<file path="config.mk">
export PLATFORM = sky130hd
export DESIGN_NAME = lpm_reduce_pipe
export DESIGN_NICKNAME = d
export VERILOG_FILES = /design/src/rtl/lpm_reduce_pipe.sv
export SDC_FILE = /design/constraint.sdc
export NUM_CORES = 1
export LEC_CHECK = 0
export ABC_CLOCK_PERIOD_IN_PS = 5000
export CORE_MARGIN = 10
export CORE_UTILIZATION = 57
export CTS_CLUSTER_DIAMETER = 120
export DETAILED_ROUTE_END_ITERATION = 16
export GPL_TIMING_DRIVEN = 1
export PLACE_DENSITY_LB_ADDON = 0.12
export SYNTH_ARGS = -nofsm -noshare
export SYNTH_HDL_FRONTEND = slang
export SYNTH_SLANG_ARGS = --single-unit
</file>
<file path="constraint.sdc">
create_clock -name clock -period 5 [get_ports clock]
set_input_delay 0.75 -clock clock [delete_from_list [all_inputs] [get_ports clock]]
set_output_delay 0.75 -clock clock [all_outputs]
set_load 0.01 [all_outputs]
</file>
<file path="src/rtl/lpm_reduce_pipe.sv">
// lpm_reduce_pipe: handshaked per-beat bitwise reduction, accumulated per packet, emitted through a register pipeline
module lpm_reduce_pipe #(
    parameter int lpm_width    = 8,
    parameter int lpm_size     = 4,
    parameter int lpm_pipeline = 2,
    parameter int lpm_cntw     = 8,
    parameter     lpm_type     = "lpm_reduce_pipe"
) (
    input  logic                         clock,
    input  logic                         reset_n,
    input  logic                         in_valid,
    output logic                         in_ready,
    input  logic [lpm_size*lpm_width-1:0] data,
    input  logic [1:0]                   op,
    input  logic                         in_last,
    output logic                         out_valid,
    input  logic                         out_ready,
    output logic [lpm_width-1:0]         result,
    output logic [lpm_cntw-1:0]          out_beats,
    output logic                         out_any
);
    localparam logic [1:0] op_or = 2'b00, op_and = 2'b01, op_xor = 2'b10, op_nor = 2'b11;

    if (lpm_width <= 0 || lpm_size <= 0 || lpm_cntw <= 0 || lpm_pipeline < 1) begin : g_bad_params
        $fatal(1, "ERROR: %m illegal lpm_reduce_pipe parameters");
    end

    // NOR shares the OR datapath; its inversion happens only when the packet closes
    function automatic logic [lpm_width-1:0] combine(input logic [1:0] o,
                                                     input logic [lpm_width-1:0] a,
                                                     input logic [lpm_width-1:0] b);
        return o == op_and ? a & b : o == op_xor ? a ^ b : a | b;
    endfunction

    logic                 advance, accept, first;
    logic [1:0]           op_q, eff_op;
    logic [lpm_width-1:0] acc, beat_r, acc_nxt, fin;
    logic [lpm_cntw-1:0]  cnt, cnt_nxt;
    logic [lpm_pipeline-1:0] st_valid;
    logic [lpm_width-1:0] st_res   [lpm_pipeline];
    logic [lpm_cntw-1:0]  st_beats [lpm_pipeline];

    assign advance  = ~out_valid | out_ready;
    assign in_ready = advance;
    assign accept   = in_valid & advance;

    always_comb begin
        eff_op = first ? op : op_q;
        beat_r = data[lpm_width-1:0];
        for (int j = 1; j < lpm_size; j++)
            beat_r = combine(eff_op, beat_r, data[j*lpm_width +: lpm_width]);
        acc_nxt = first ? beat_r : combine(eff_op, acc, beat_r);
        cnt_nxt = first ? lpm_cntw'(1) : (&cnt ? cnt : cnt + lpm_cntw'(1));
        fin     = eff_op == op_nor ? ~acc_nxt : acc_nxt;
    end

    always_ff @(posedge clock or negedge reset_n) begin
        if (!reset_n) begin
            acc   <= '0;
            cnt   <= '0;
            first <= 1'b1;
            op_q  <= op_or;
        end else if (accept) begin
            acc   <= acc_nxt;
            cnt   <= cnt_nxt;
            op_q  <= eff_op;
            first <= in_last;
        end
    end

    always_ff @(posedge clock or negedge reset_n) begin
        if (!reset_n) begin
            st_valid <= '0;
            for (int k = 0; k < lpm_pipeline; k++) begin
                st_res[k]   <= '0;
                st_beats[k] <= '0;
            end
        end else if (advance) begin
            st_valid[0] <= accept & in_last;
            if (accept & in_last) begin
                st_res[0]   <= fin;
                st_beats[0] <= cnt_nxt;
            end
            for (int k = 1; k < lpm_pipeline; k++) begin
                st_valid[k] <= st_valid[k-1];
                st_res[k]   <= st_res[k-1];
                st_beats[k] <= st_beats[k-1];
            end
        end
    end

    assign out_valid = st_valid[lpm_pipeline-1];
    assign result    = st_res[lpm_pipeline-1];
    assign out_beats = st_beats[lpm_pipeline-1];
    assign out_any   = |result;
endmodule

</file>
==> run metrics <==
CP most frequent cell=inv_1; top area cells in the synthesized netlist=dfrtp_1, ha_1, inv_1; Mapped Area=between 4000 and 5000 sq um; Min-Delay Path Depth=2; H-tree Lvls=2; worst min path class=register to register; VDD IR max=approximately 170 uV; clk sink count=53; Routed WL=9.29 mm; status=finished clean; n_diodes=0; core outline area=7690 sq um; Post-synth ARST share=1.00; Worst setup SP type=input port; Post-DP HPWL=between 7 and 8 mm; WL per Instance=roughly 14 um; max-slew violations=0; share of post-route cells with drive strength above 1=0.0940; Setup Viol. Count Final=0; CP max-delay cell=clkdlybuf4s50_1; CP endpoint kind=register; placer congestion estimate=around 0.86; Slew headroom=0.551; Crit Path Category=input port to register; PwrDens=~420 nW/um^2; I/O Buffers=57; TritonCTS buffer count=5; initial antenna violation count=0; Synth Instances=about 510; Area growth, synth to finish=14.0%; FMAX=about 230 MHz; Min Clock Period, post-route=4400 ps; Slew @ Worst Pin=between 600 and 700 ps; Clock Latency Late Sink=around 300 ps; worst-path fanout max=24; Net count, final=656; post-synth top area cell=dfrtp_1; Reg clk slew, reported paths=roughly 90 ps; die width=~110 um; unrepaired setup endpoints after global routing=false; antenna viol nets, final=0; DRC=0; Starting Density=0.581; total congestion overflow=0; Total Power=about 2.1 mW; Yosys Warn Count=0; data required time at the worst endpoint=5190 ps; Synth Flop Type=dfrtp_1; gr usage total=0.155; Root Buffer=clkbuf_8; Leakage=about 2.6 nW; delay-heaviest family, CP=compound AO/OA/AOI/OAI gates; synthesized area per cell=~8.7 sq um; DR iter-0 viols=159; crit-path cells=clkdlybuf4s50_1 > buf_4 > xnor2_2 > nand2_1 > o21ai_1 > buf_4 > a21oi_1 > inv_1 > ha_1 > o22ai_1 > a21oi_1 > inv_1 > ha_1 > o22ai_1 > a21oi_1 > inv_1 > ha_1 > inv_1 > mux2i_1 > o22a_1 > and3_1 > a221o_1; CTS tree=yes; Hold Fails Final Rpt=0; Reg2Reg Depth=20; Die Ht=109 um; routed vias=approximately 3600; clock buffer depth=2; post-synth top area share=0.291; part of the cycle the worst path needs=0.880; Via density=approximately 5.4; max-cap viol count=0; hold buffer count at CTS=0; Syn Nets=between 600 and 700; Worst path max stage delay=490 ps; Resized Gates After CTS=0; Post-synth EDFFs=0; register area share after synthesis=0.297; die area=11800 sq um; drt first pass iters=4; synth unique cells=52; cell row count=32; clk_skew=approximately 6.0 ps; global-route wire length before repair=around 15 mm; largest net degree at the start of global routing=54; setup tns final=0 ps; Bufs and invs on worst path=7; vias in the first global route=approximately 3300; Post-CTS Setup Bufs=0; Worst path depth=22; #FFs+latches synth=53; arrival time at the worst endpoint=between 4000 and 5000 ps; Ports=a little under 60
-- Yosys cell counts (all sizes together) (3+ instances only) --
cell type,count
nor3b,4
a221o,6
mux2,16
inv,76
xor2,4
a21oi,46
nand2,46
nor2b,5
mux2i,11
and3,7
ha,65
o22a,12
clkbuf,7
and2,3
nand3,6
buf,36
o21ai,29
nor4,3
o31ai,3
o22ai,27
nor2,26
dfrtp,52
-- state kept, by name, summed over array words and instances, names as in the netlist --
| register | count |
|---|---|
| acc | 8 |
| cnt | 8 |
| out_beats | 8 |
| result | 8 |
| st_beats | 8 |
| st_res | 8 |
| op_q | 2 |
| st_valid | 2 |
| first | 1 |
-- stage by stage --
step,setup slack [ps],cells,hold WS (ps),cell area [sq um],utilization
after CTS,605,655,455,5090,0.663
after global routing,249,655,499,5090,0.663
after global placement,347,647,431,4980,0.648
final,598,655,451,5090,0.663
after detailed placement,288,647,430,4980,0.648
after floorplan,1110,514,411,4470,-
-- worst min-delay path: cells and delay by family (launching register included) --
kind	cells	cell delay, ps
flip-flops	1	330
buffers and inverters	1	50
AND/OR/NAND/NOR	1	50
-- routing by layer --
metal | GRT usage | wire length [um] | vias up
met5 | 0 | 0 | -
met4 | 0.0461 | 96 | 0
met3 | 0.0250 | 441 | 9
met2 | 0.258 | 4260 | 78
met1 | 0.203 | 4490 | 1650
li1 | - | - | 1817
-- cell families after synthesis --
kind of cell	count (synthesis)	share of synthesized area
multiplexers	27	0.0650
flip-flops	53	0.297
XOR/XNOR	6	0.0134
AND/OR/NAND/NOR	109	0.117
AO/OA/AOI/OAI	135	0.193
adder cells (fa/ha/maj)	65	0.182
buffers and inverters	119	0.132
-- area by class of cell --
type | count | area, sq um
Fill cell | 646 | 2590
Timing Repair Buffer | 74 | 693
Multi-Input combinational cell | 342 | 2550
Inverter | 76 | 285
Clock buffer | 6 | 72.6
Tap cell | 102 | 128
Sequential cell | 53 | 1330
Clock inverter | 2 | 38.8
-- layout by cell type (no fill, tap or decap), types with 4 or more instances in the layout --
master / n
nand3_1: 6
mux2_2: 16
o22ai_1: 27
clkbuf_8: 5
mux2i_1: 11
a21oi_1: 46
clkdlybuf4s50_1: 56
xor2_1: 4
o22a_1: 12
and3_1: 7
dfrtp_1: 52
nor2_1: 25
nand2_1: 45
nor2b_1: 5
ha_1: 65
inv_1: 75
o21ai_0: 25
buf_4: 17
a221o_1: 6
-- path summary, 6_finish.rpt --
path / slack (ps) / end / start
max in group asynchronous: 4000 / cnt[2] / reset_n
min in group asynchronous: 560 / result[5] / reset_n
worst min-delay path: 450 / st_valid[1] / st_valid[0]
worst min register to register: 450 / st_valid[1] / st_valid[0]
worst max register to register: 780 / st_res[11] / op_q[1]
worst max-delay path: 600 / st_res[11] / op[1]
-- report_power, final --
group          internal [mW]  switching (mW)  leakage (nW)
Sequential             0.589           0.148         0.655
Clock                  0.151           0.141        0.0554
Combinational          0.547           0.573          1.85
Power figures use the tool's default switching activity.
